### src/rtl/lsb_queue.sv
`default_nettype none
// lsb_queue: in-order load/store buffer, single outstanding memory request, result broadcast.
// Optional macro LSB_ISSUE_WAKEUP_EN: an issuing entry captures a same-cycle matching broadcast.
module lsb_queue #(
  parameter int LSB_SIZE = 8,
  parameter int LSB_BIT  = 3,
  parameter int ROB_W    = 4
) (
  input  logic             clk_in,
  input  logic             rst_in,
  input  logic             rdy_in,
  input  logic             rob_clear_up,
  input  logic             issue_signal,
  input  logic [6:0]       op_type_in,
  input  logic [2:0]       op_in,
  input  logic [31:0]      reg1_v_in,
  input  logic [31:0]      reg2_v_in,
  input  logic             has_dep1_in,
  input  logic             has_dep2_in,
  input  logic [ROB_W-1:0] rob_entry1_in,
  input  logic [ROB_W-1:0] rob_entry2_in,
  input  logic [ROB_W-1:0] rd_rob_in,
  input  logic [31:0]      imm_in,
  input  logic             rs_ready,
  input  logic [ROB_W-1:0] rs_rob_entry,
  input  logic [31:0]      rs_value,
  input  logic             rob_commit_valid,
  input  logic [ROB_W-1:0] rob_commit_entry,
  output logic             mem_req,
  output logic             mem_we,
  output logic [31:0]      mem_addr,
  output logic [31:0]      mem_wdata,
  output logic [1:0]       mem_len,
  input  logic             mem_done,
  input  logic [31:0]      mem_rdata,
  output logic             lsb_ready,
  output logic [ROB_W-1:0] lsb_rob_entry,
  output logic [31:0]      lsb_value,
  output logic             is_full
);
  localparam logic [6:0]       C_OP_STORE = 7'b0100011;
  localparam logic [LSB_BIT:0] C_FULL     = (LSB_BIT+1)'(LSB_SIZE);
  localparam logic [LSB_BIT:0] C_ONE_CNT  = (LSB_BIT+1)'(1);
  localparam logic [LSB_BIT-1:0] C_ONE_PTR = LSB_BIT'(1);

  typedef enum logic [1:0] {S_IDLE = 2'd0, S_BUSY = 2'd1, S_DRAIN = 2'd2} state_t;
  state_t r_state, w_state_nxt;

  logic [LSB_SIZE-1:0] r_valid, r_dep1, r_dep2, r_committed, r_announced, r_is_store;
  logic [2:0]       r_op   [LSB_SIZE];
  logic [31:0]      r_v1   [LSB_SIZE];
  logic [31:0]      r_v2   [LSB_SIZE];
  logic [31:0]      r_imm  [LSB_SIZE];
  logic [ROB_W-1:0] r_tag1 [LSB_SIZE];
  logic [ROB_W-1:0] r_tag2 [LSB_SIZE];
  logic [ROB_W-1:0] r_rd   [LSB_SIZE];
  logic [LSB_BIT-1:0] r_head, r_tail;
  logic [LSB_BIT:0]   r_count;

  logic w_head_store, w_head_ready, w_start_load, w_start_store, w_announce;
  logic w_done, w_pop, w_enq, w_load_result, w_run;
  logic [LSB_SIZE-1:0] w_commit_hit, w_keep, w_wk1_rs, w_wk1_lsb, w_wk2_rs, w_wk2_lsb;
  logic [LSB_BIT:0]   w_keep_cnt;
  logic [LSB_BIT-1:0] w_idx;
  logic [31:0] w_ld_value, w_in_v1, w_in_v2;
  logic w_in_dep1, w_in_dep2;

  assign is_full = (r_count == C_FULL);
  assign w_enq   = issue_signal && !rob_clear_up && !is_full;

  always_comb begin
    w_head_store  = r_is_store[r_head];
    w_head_ready  = r_valid[r_head] && !r_dep1[r_head] && !r_dep2[r_head];
    w_start_load  = 1'b0;
    w_start_store = 1'b0;
    w_announce    = 1'b0;
    w_done        = 1'b0;
    w_pop         = 1'b0;
    w_state_nxt   = r_state;
    case (r_state)
      S_IDLE: begin
        if (!rob_clear_up && w_head_ready) begin
          if (!w_head_store) begin
            w_start_load = 1'b1;
            w_state_nxt  = S_BUSY;
          end else if (r_committed[r_head]) begin
            w_start_store = 1'b1;
            w_state_nxt   = S_BUSY;
          end else if (!r_announced[r_head]) begin
            w_announce = 1'b1;
          end
        end
      end
      S_BUSY: begin
        // A flushed load is already gone from the queue, so it is never popped.
        if (mem_done) begin
          w_done      = 1'b1;
          w_pop       = !(rob_clear_up && !w_head_store);
          w_state_nxt = S_IDLE;
        end else if (rob_clear_up && !w_head_store) begin
          w_state_nxt = S_DRAIN;
        end
      end
      S_DRAIN: begin
        if (mem_done) begin
          w_done      = 1'b1;
          w_state_nxt = S_IDLE;
        end
      end
      default: w_state_nxt = S_IDLE;
    endcase
    w_load_result = w_done && (r_state == S_BUSY) && !w_head_store && !rob_clear_up;
  end

  always_comb begin
    w_keep     = '0;
    w_keep_cnt = '0;
    w_run      = 1'b1;
    w_idx      = r_head;
    for (int i = 0; i < LSB_SIZE; i++) begin
      w_commit_hit[i] = r_valid[i] && r_is_store[i] && rob_commit_valid && (r_rd[i] == rob_commit_entry);
      w_wk1_rs[i]  = r_valid[i] && r_dep1[i] && rs_ready  && (r_tag1[i] == rs_rob_entry);
      w_wk1_lsb[i] = r_valid[i] && r_dep1[i] && lsb_ready && (r_tag1[i] == lsb_rob_entry);
      w_wk2_rs[i]  = r_valid[i] && r_dep2[i] && rs_ready  && (r_tag2[i] == rs_rob_entry);
      w_wk2_lsb[i] = r_valid[i] && r_dep2[i] && lsb_ready && (r_tag2[i] == lsb_rob_entry);
    end
    // Flush keeps only the committed run that starts at the head.
    for (int j = 0; j < LSB_SIZE; j++) begin
      w_idx = r_head + LSB_BIT'(j);
      if (w_run && r_valid[w_idx] && (r_committed[w_idx] || w_commit_hit[w_idx])) begin
        w_keep[w_idx] = 1'b1;
        w_keep_cnt    = w_keep_cnt + C_ONE_CNT;
      end else begin
        w_run = 1'b0;
      end
    end
  end

  always_comb begin
    w_in_v1   = reg1_v_in;
    w_in_v2   = reg2_v_in;
    w_in_dep1 = has_dep1_in;
    w_in_dep2 = has_dep2_in;
`ifdef LSB_ISSUE_WAKEUP_EN
    if (has_dep1_in && rs_ready && (rs_rob_entry == rob_entry1_in)) begin
      w_in_v1 = rs_value;   w_in_dep1 = 1'b0;
    end else if (has_dep1_in && lsb_ready && (lsb_rob_entry == rob_entry1_in)) begin
      w_in_v1 = lsb_value;  w_in_dep1 = 1'b0;
    end
    if (has_dep2_in && rs_ready && (rs_rob_entry == rob_entry2_in)) begin
      w_in_v2 = rs_value;   w_in_dep2 = 1'b0;
    end else if (has_dep2_in && lsb_ready && (lsb_rob_entry == rob_entry2_in)) begin
      w_in_v2 = lsb_value;  w_in_dep2 = 1'b0;
    end
`else
`endif
  end

  always_comb begin
    case (r_op[r_head])
      3'd0:    w_ld_value = {{24{mem_rdata[7]}}, mem_rdata[7:0]};
      3'd1:    w_ld_value = {{16{mem_rdata[15]}}, mem_rdata[15:0]};
      3'd4:    w_ld_value = {24'b0, mem_rdata[7:0]};
      3'd5:    w_ld_value = {16'b0, mem_rdata[15:0]};
      default: w_ld_value = mem_rdata;
    endcase
  end

  always_ff @(posedge clk_in) begin
    if (rdy_in) begin
      for (int i = 0; i < LSB_SIZE; i++) begin
        if (w_wk1_rs[i])       r_v1[i] <= rs_value;
        else if (w_wk1_lsb[i]) r_v1[i] <= lsb_value;
        if (w_wk2_rs[i])       r_v2[i] <= rs_value;
        else if (w_wk2_lsb[i]) r_v2[i] <= lsb_value;
      end
      if (w_enq) begin
        r_v1[r_tail]       <= w_in_v1;
        r_v2[r_tail]       <= w_in_v2;
        r_imm[r_tail]      <= imm_in;
        r_op[r_tail]       <= op_in;
        r_tag1[r_tail]     <= rob_entry1_in;
        r_tag2[r_tail]     <= rob_entry2_in;
        r_rd[r_tail]       <= rd_rob_in;
        r_is_store[r_tail] <= (op_type_in == C_OP_STORE);
      end
    end
  end

  always_ff @(posedge clk_in) begin
    if (rst_in) begin
      r_state       <= S_IDLE;
      r_head        <= '0;
      r_tail        <= '0;
      r_count       <= '0;
      r_valid       <= '0;
      r_dep1        <= '0;
      r_dep2        <= '0;
      r_committed   <= '0;
      r_announced   <= '0;
      mem_req       <= 1'b0;
      mem_we        <= 1'b0;
      mem_addr      <= '0;
      mem_wdata     <= '0;
      mem_len       <= '0;
      lsb_ready     <= 1'b0;
      lsb_rob_entry <= '0;
      lsb_value     <= '0;
    end else if (rdy_in) begin
      r_state     <= w_state_nxt;
      lsb_ready   <= 1'b0;
      r_dep1      <= r_dep1 & ~(w_wk1_rs | w_wk1_lsb);
      r_dep2      <= r_dep2 & ~(w_wk2_rs | w_wk2_lsb);
      r_committed <= r_committed | w_commit_hit;
      if (w_start_load || w_start_store) begin
        mem_req   <= 1'b1;
        mem_we    <= w_start_store;
        mem_addr  <= r_v1[r_head] + r_imm[r_head];
        mem_wdata <= r_v2[r_head];
        mem_len   <= r_op[r_head][1:0];
      end
      if (w_done) mem_req <= 1'b0;
      if (w_load_result) begin
        lsb_ready     <= 1'b1;
        lsb_rob_entry <= r_rd[r_head];
        lsb_value     <= w_ld_value;
      end else if (w_announce) begin
        lsb_ready              <= 1'b1;
        lsb_rob_entry          <= r_rd[r_head];
        lsb_value              <= '0;
        r_announced[r_head]    <= 1'b1;
      end
      if (w_pop) begin
        r_valid[r_head] <= 1'b0;
        r_head          <= r_head + C_ONE_PTR;
      end
      if (w_enq) begin
        r_valid[r_tail]     <= 1'b1;
        r_dep1[r_tail]      <= w_in_dep1;
        r_dep2[r_tail]      <= w_in_dep2;
        r_committed[r_tail] <= 1'b0;
        r_announced[r_tail] <= 1'b0;
        r_tail              <= r_tail + C_ONE_PTR;
      end
      case ({w_enq, w_pop})
        2'b10:   r_count <= r_count + C_ONE_CNT;
        2'b01:   r_count <= r_count - C_ONE_CNT;
        default: r_count <= r_count;
      endcase
      if (rob_clear_up) begin
        r_valid <= w_keep & ~(w_pop ? (LSB_SIZE'(1) << r_head) : '0);
        r_tail  <= r_head + w_keep_cnt[LSB_BIT-1:0];
        r_count <= w_keep_cnt - (w_pop ? C_ONE_CNT : '0);
      end
    end
  end
endmodule
`default_nettype wire
### config.mk
export PLATFORM = sky130hd
export DESIGN_NAME = lsb_queue
export DESIGN_NICKNAME = d
export VERILOG_FILES = /design/src/rtl/lsb_queue.sv
export SDC_FILE = /design/constraint.sdc
export NUM_CORES = 2
export LEC_CHECK = 0
export CORE_ASPECT_RATIO = 1.4
export CORE_UTILIZATION = 31
export DETAILED_ROUTE_END_ITERATION = 8
export SLEW_MARGIN = 20
export SYNTH_ARGS = -nofsm -noshare
export SYNTH_HDL_FRONTEND = slang
export SYNTH_SLANG_ARGS = --single-unit
### constraint.sdc
create_clock -name clk_in -period 6.3 [get_ports clk_in]
set_input_delay 0.63 -clock clk_in [delete_from_list [all_inputs] [get_ports clk_in]]
set_output_delay 0.63 -clock clk_in [all_outputs]
set_load 0.02 [all_outputs]
**Yosys cells after proc, flatten, opt, wreduce, memory -nomap -nowiden**

Memories as Yosys holds them, arrays and structs flattened. A register that Yosys moved wholly into a read port is not among the register bits.
Index checks and enable logic that the tools add are counted.

- Bitwise gates (word level): 39
- Shift operators: 1
- Divide/modulo/power cells: 0
- Multipliers: 0
- Reduce and logical (&&, ||, !) cells: 167
- $add $sub $neg: 20
- Equality and inequality tests: 53
- $lt $le $gt $ge: 18
- Mux-type cells: 290

Operator list:

| cell | count |
|---|---|
| $mux 32 | 18 |
| $mux 1 | 181 |
| $mux 8 | 22 |
| $eq 4x4->1 | 40 |
| $logic_and 1x1->1 | 137 |
| $pmux 32 s4 | 1 |
| $or 8x8->8 | 12 |
| $bmux 1 s3 | 28 |
| $and 8x8->8 | 6 |
| $mux 4 | 10 |
| $not 8->8 | 5 |
| $lt 3x4->1 const B | 9 |
| $add 32x32->32 | 1 |
| $add 4x1->4 const B | 8 |
| $mux 3 | 10 |
| $demux 1 s3 | 9 |
| $ge 3x1->1 const B | 9 |
| $bwmux 8 | 3 |
| $or 1x1->1 | 16 |
| $reduce_and 2->1 | 7 |
| $add 3x3->3 const B | 4 |
| $mux 2 | 6 |
| $logic_or 1x1->1 | 9 |
| $pmux 4 s2 | 1 |
| other kinds (22) | 36 |

- Output and inout port bits: 106
- Memories kept: 7
- Latch bits: 0
- Bits in writable memories: 888
- Bits in registers: 133
- Word-level logic and storage cells: 612
- Input bits: 200
- ROM bits: 0

Memories:

| name | depth | bits a word | read ports | clocked after memory_dff | write ports | line | RTL |
|---|---|---|---|---|---|---|---|
| r_imm | 8 | 32 | 1 | 1 | 1 | 53 | `logic [31:0] r_imm [LSB_SIZE];` |
| r_v1 | 8 | 32 | 1 | 1 | 9 | 51 | `logic [31:0] r_v1 [LSB_SIZE];` |
| r_v2 | 8 | 32 | 1 | 1 | 9 | 52 | `logic [31:0] r_v2 [LSB_SIZE];` |
| r_rd | 8 | 4 | 9 | 1 | 1 | 56 | `logic [ROB_W-1:0] r_rd [LSB_SIZE];` |
| r_tag1 | 8 | 4 | 8 | 0 | 1 | 54 | `logic [ROB_W-1:0] r_tag1 [LSB_SIZE];` |
| r_tag2 | 8 | 4 | 8 | 0 | 1 | 55 | `logic [ROB_W-1:0] r_tag2 [LSB_SIZE];` |
| 1 more memories | -- | -- | -- | -- | -- | -- |  |

**Depth between registers and ports, before layout**

- Word-level depth: 31
- Depth in mapped cells: 32
- Depth with buffers taken out: 29

**Worst setup path before layout**

Ideal clock, no wire load.

- Path type: register to register
- Start: register r_head[0]
- End: register r_tail[1]
- Setup slack: -0.120 ns
- Clock period less this slack: 6.420 ns
- Cell stages (with the launch flop): 33
- Required time: 6.214 ns
- Path buffers: 5
- Setup time: 0.086 ns
- Data arrival time: 6.335 ns
- Cells stage by stage: dfxtp_1 inv_1 clkbuf_8 clkbuf_1 ha_1 clkbuf_8 clkbuf_1 mux2i_1 mux2_2 nand2_1 and3_1 ha_1 o2111ai_1 nand2_1 clkbuf_1 xor2_1 ha_1 nor3_1 nor2_1 ha_1 o32ai_1 a21oi_1 ha_1 mux2i_1 nand3_2 nand2_1 xor2_1 ha_1 mux2i_1 fa_1 nor2_1 a21oi_1 a211oi_1

- Elaborated cells between the ends (all ways): 102
- Classes of those cells: add/sub (15); mux (64); reduce/logical (23)

RTL lines:

| item | line | RTL |
|---|---|---|
| from (decl) | 57 | `logic [LSB_BIT-1:0] r_head, r_tail;` |
| from (signal assigned) | 235 | `r_head <= r_head + C_ONE_PTR;` |
| $add 3x3->3 (*) | 129 | `w_idx = r_head + LSB_BIT'(j);` |
| named net w_idx[0] | 64 | `logic [LSB_BIT-1:0] w_idx;` |
| $bmux 1 s3 | 130 | `if (w_run && r_valid[w_idx] && (r_committed[w_idx] \|\| w_commit_hit[w_idx])) begin` |
| $mux 1 (implied by the code) | 130 |  |
| $logic_and 1x1->1 / $logic_or 1x1->1 (equally long branches) | 130 |  |
| $logic_and 1x1->1 (*) | 130 |  |
| $mux 4 (*) | 130 |  |
| $add 3x3->3 (*) | 252 | `r_tail <= r_head + w_keep_cnt[LSB_BIT-1:0];` |
| $mux 3 (*) | 250 | `if (rob_clear_up) begin` |
| to (signal assigned) | 243 | `r_tail <= r_tail + C_ONE_PTR;` |
| to (signal assigned) | 252 |  |
| to (decl) | 57 |  |

The timed path passes the listed nets; every way through them passes the cells marked *. The select of a mux whose other input is x is not followed.
A chain may end at the register's enable or synchronous reset.

**Final worst setup path**

- Start: input port rob_commit_entry[3]
- End: register r_tail[1]

- Cells in the longest elaborated chain, start to end: 30
- Elaborated cells between the ends (all ways): 79
- Classes of those cells: add/sub (8); eq/ne (8); mux (32); reduce/logical (31)

Ends and longest elaborated chain:

| item | line | RTL |
|---|---|---|
| from (decl) | 28 | `input logic [ROB_W-1:0] rob_commit_entry,` |
| branches (longest 27 deep; another with $add 4x1->4) | -- |  |
| $mux 4 (*) | 130 |  |
| $add 3x3->3 (*) | 252 |  |
| $mux 3 (*) | 250 |  |

Every way passes the cells marked *. The select of a mux whose other input is x is not followed.

==> flow_summary.ini <==
[synth]
syn_area_per_cell_sq_um = 11.7
synth_fp_nets = 5070
synthArstFlopShare_pct = 0
syn_area_sq_mm = 0.0565
ys_warn_count = 0
synth-edff-count = 896
netlist_instances = 4810
synth-main-ff-cell = edfxtp_1
synth_cell_types = 100
ys_seq_elements = 1056
yosysSeqAreaShare_pct = 53.3

[critical_path]
critPathLaunchType = input port
cpMostUsedCell = ha_1
critPathKind = in -> reg
arrival_ns = 6.55
slowest_delay_ns = 0.53
critical-path-slowest-cell = clkdlybuf4s50_1
endpoint_kind = flop
required_ns = 6.96
cp_max_fo = 8

[floorplanning]
dieWidth_um = 363
die_h_um = 507
die-area_sq_mm = 0.184
coreArea_sq_mm = 0.181
ios = 306
start_util_pct = 31.2
num_rows = 185

[power_and_ir_drop]
p_int_uw = 12200
vdd_ir_drop_max_uv = 275
switchingPower_uw = 3520
clockPowerShare_pct = 45.3
pwr-share-comb_pct = 5.9
power_density_mw_per_mm2 = 238
swShare_pct = 22.4
p_seq_share_pct = 48.8
p_leak_uw = 0.0200

[clock_network]
cts_buffers = 111
clk_path_buf_depth = 3
clk_pin_slew_ns = 0.06
htreeDepth = 3
cts_tree = built
worst_skew_pair.late_latency_ns = 0.78
cts-root-buf = clkbuf_16
post-cts-setup-buffers = 0
clkSinkCount = 1056

[drt]
vias_per_cell = 5.50
num_vias = 40800
routed_wl_um = 198000
drc = 0
drt_iter0_drc = 4095
ant_nets = 0
drt_pass1_iterations = 9
wl_per_cell_um = 26.7

[min_path]
worstHoldPathType = in -> reg

[placed_design]
pre_cts_ws_ns = -0.344
placed_area_sq_mm = 0.0620
gp_congestion = 0.899
portBuffers = 305
hpwl_um = 126000

[sta]
rsz0062_at_grt = no
post-route-min-period_ns = 5.89
finClkSkew_ns = 0.0764
finalHoldViolCount = 0
slew-limit-headroom_pct = 21.9
setup_viol = 0
clock.fmax_ghz = 0.170
fin_crit_sh_pct = 93.5
layout_setup_ws_ns = 0.409
worst_pin_slew_ns = 1.17
maxSlewViolCount = 0

[cells_and_area]
nFillCells = 17500
drive_above_1_share_pct = 14.5
syn_to_final_growth_pct = 16.7
final_area_sq_mm = 0.0659
nNetsFinal = 5138
multi_input_comb_area_sq_mm = 0.0241
register_area_sq_mm = 0.0301

[global_route]
antenna_found_initial = 55
grt_pass1_vias = 40300
grt_max_degree = 130
grt_first_pass_wirelength_um = 283000
grt_usage_pct = 21.1
globalRoute.totalOverflow = 0

[flow_run]
drv_cap = 0

[status]
status = finished, final reports clean
==> flip-flops by register name, indices dropped and copies added, names as in the netlist, 24 cells and up, named ones only <==
| name | flops |
|---|---|
| r_rd | 32 |
| mem_wdata | 32 |
| r_tag2 | 32 |
| r_imm | 256 |
| lsb_value | 32 |
| r_op | 24 |
| r_v2 | 256 |
| mem_addr | 32 |
| r_v1 | 256 |
| r_tag1 | 32 |
==> cell type report <==
cell class                      count  area share [%]
Antenna cell                       14          0.0531
Multi-Input combinational cell   3179            36.5
Clock inverter                     54            1.13
Timing Repair Buffer              470            6.84
Clock buffer                      157            4.80
Sequential cell                  1056            45.7
Inverter                           60           0.372
Tap cell                         2431            4.61
==> critical path: cells and delay by family <==
family | cells | cell delay [ns]
adders and majority gates | 6 | 1.79
xor gates and xnor gates | 3 | 0.46
muxes | 2 | 0.36
buffers and inverters | 2 | 0.68
and+or+nand+nor | 10 | 1.57
AOI/OAI and AO/OA | 7 | 1.03
==> worst paths after layout <==
kind | startpoint | end | slack [ns] | cells after the start
max | rob_commit_entry[3] | r_tail[1] | 0.41 | 30
min | rst_in | r_state[0] | 0.21 | 2
max reg2reg | r_head[0] | r_tail[1] | 0.45 | 29
min reg2reg | mem_addr[25] | mem_addr[25] | 0.45 | 2
==> power groups by stage <==
stage          logic, uW  clock network [uW]  registers [uW]
2_1_floorplan        534                   0            7800
6_report             920                7110            7660
3_3_place_gp         884                   0            7810
5_1_grt              998                7450            7660
4_1_cts              913                7190            7660
3_5_place_dp         907                   0            7810
==> layer usage <==
metal / vias up / share of wire (%) / global-route usage [%]
li1: 17900 / - / -
met1: 20200 / 39 / 26.7
met2: 2049 / 47 / 34.8
met3: 495 / 10 / 5.28
met4: 64 / 3.6 / 7.40
met5: - / 0.21 / 0
==> Yosys cell counts, types with 5 or more instances <==
library cell / count / area [sq um]
a211oi_1: 15 / 113
nor2b_1: 8 / 50.1
nand2b_1: 7 / 43.8
or4_1: 13 / 97.6
nor3_1: 72 / 360
mux4_2: 214 / 4820
a22oi_1: 5 / 37.5
clkbuf_8: 6 / 82.6
and3_1: 22 / 138
a32oi_1: 5 / 43.8
xnor2_1: 68 / 596
xor2_1: 121 / 1060
a31oi_1: 25 / 156
and2_1: 11 / 68.8
o31ai_1: 6 / 45.0
buf_4: 54 / 405
nand3_1: 60 / 300
a21oi_1: 279 / 1400
ha_1: 57 / 713
or3_1: 9 / 56.3
a311oi_1: 36 / 315
inv_1: 59 / 221
clkbuf_2: 12 / 60.1
mux2i_1: 529 / 5300
dfxtp_1: 160 / 3200
buf_1: 72 / 270
nand2_1: 607 / 2280
nand4_1: 44 / 275
o211ai_1: 7 / 52.6
o21bai_1: 5 / 37.5
nor2_1: 296 / 1110
buf_2: 10 / 50.1
buf_6: 7 / 78.8
nand3b_1: 5 / 37.5
edfxtp_1: 896 / 26900
a21o_1: 12 / 90.1
o21ai_0: 444 / 2220
nor4_1: 21 / 131
mux2_2: 67 / 754
clkbuf_1: 353 / 1330
==> layout by cell type (no fill, tap or decap), types with 117 or more instances in the layout <==
master / n
edfxtp_1: 896
nor2_1: 288
nand2_1: 594
a21oi_1: 279
o21ai_0: 443
dfxtp_1: 154
buf_4: 147
mux4_2: 214
clkbuf_16: 117
mux2i_1: 527
xor2_1: 121
clkdlybuf4s50_1: 303
==> stage by stage <==
step                      TNS, ns  instances  hold slack, ns  total power, uW  util (%)
final                           0       7421           0.211            15700      36.4
after global routing            0       7409           0.231            16100      36.4
after CTS                       0       7407           0.183            15800      36.4
after detailed placement   -0.903       7196           0.445             8720      34.2
after global placement      -1.19       7196           0.442             8690      34.2
after floorplan                 0       4810           0.449             8330         -
==> logic make-up after synthesis <==
family | after synthesis | share of synthesized area (%)
buffers and inverters | 575 | 4.44
flip-flops | 1056 | 53.3
AO/OA/AOI/OAI | 903 | 9.08
multiplexers | 816 | 19.4
XOR/XNOR | 194 | 3.09
adder cells (fa/ha/maj) | 60 | 1.37
AND/OR/NAND/NOR | 1206 | 9.29
==> what timing repair did <==
action	CTS	global route
endpoints found under the hold margin	0	0
hold buffers	0	0
gates resized for setup	0	5
endpoints found under the setup margin	0	1
No activity file was read; power rests on OpenSTA's default activity.
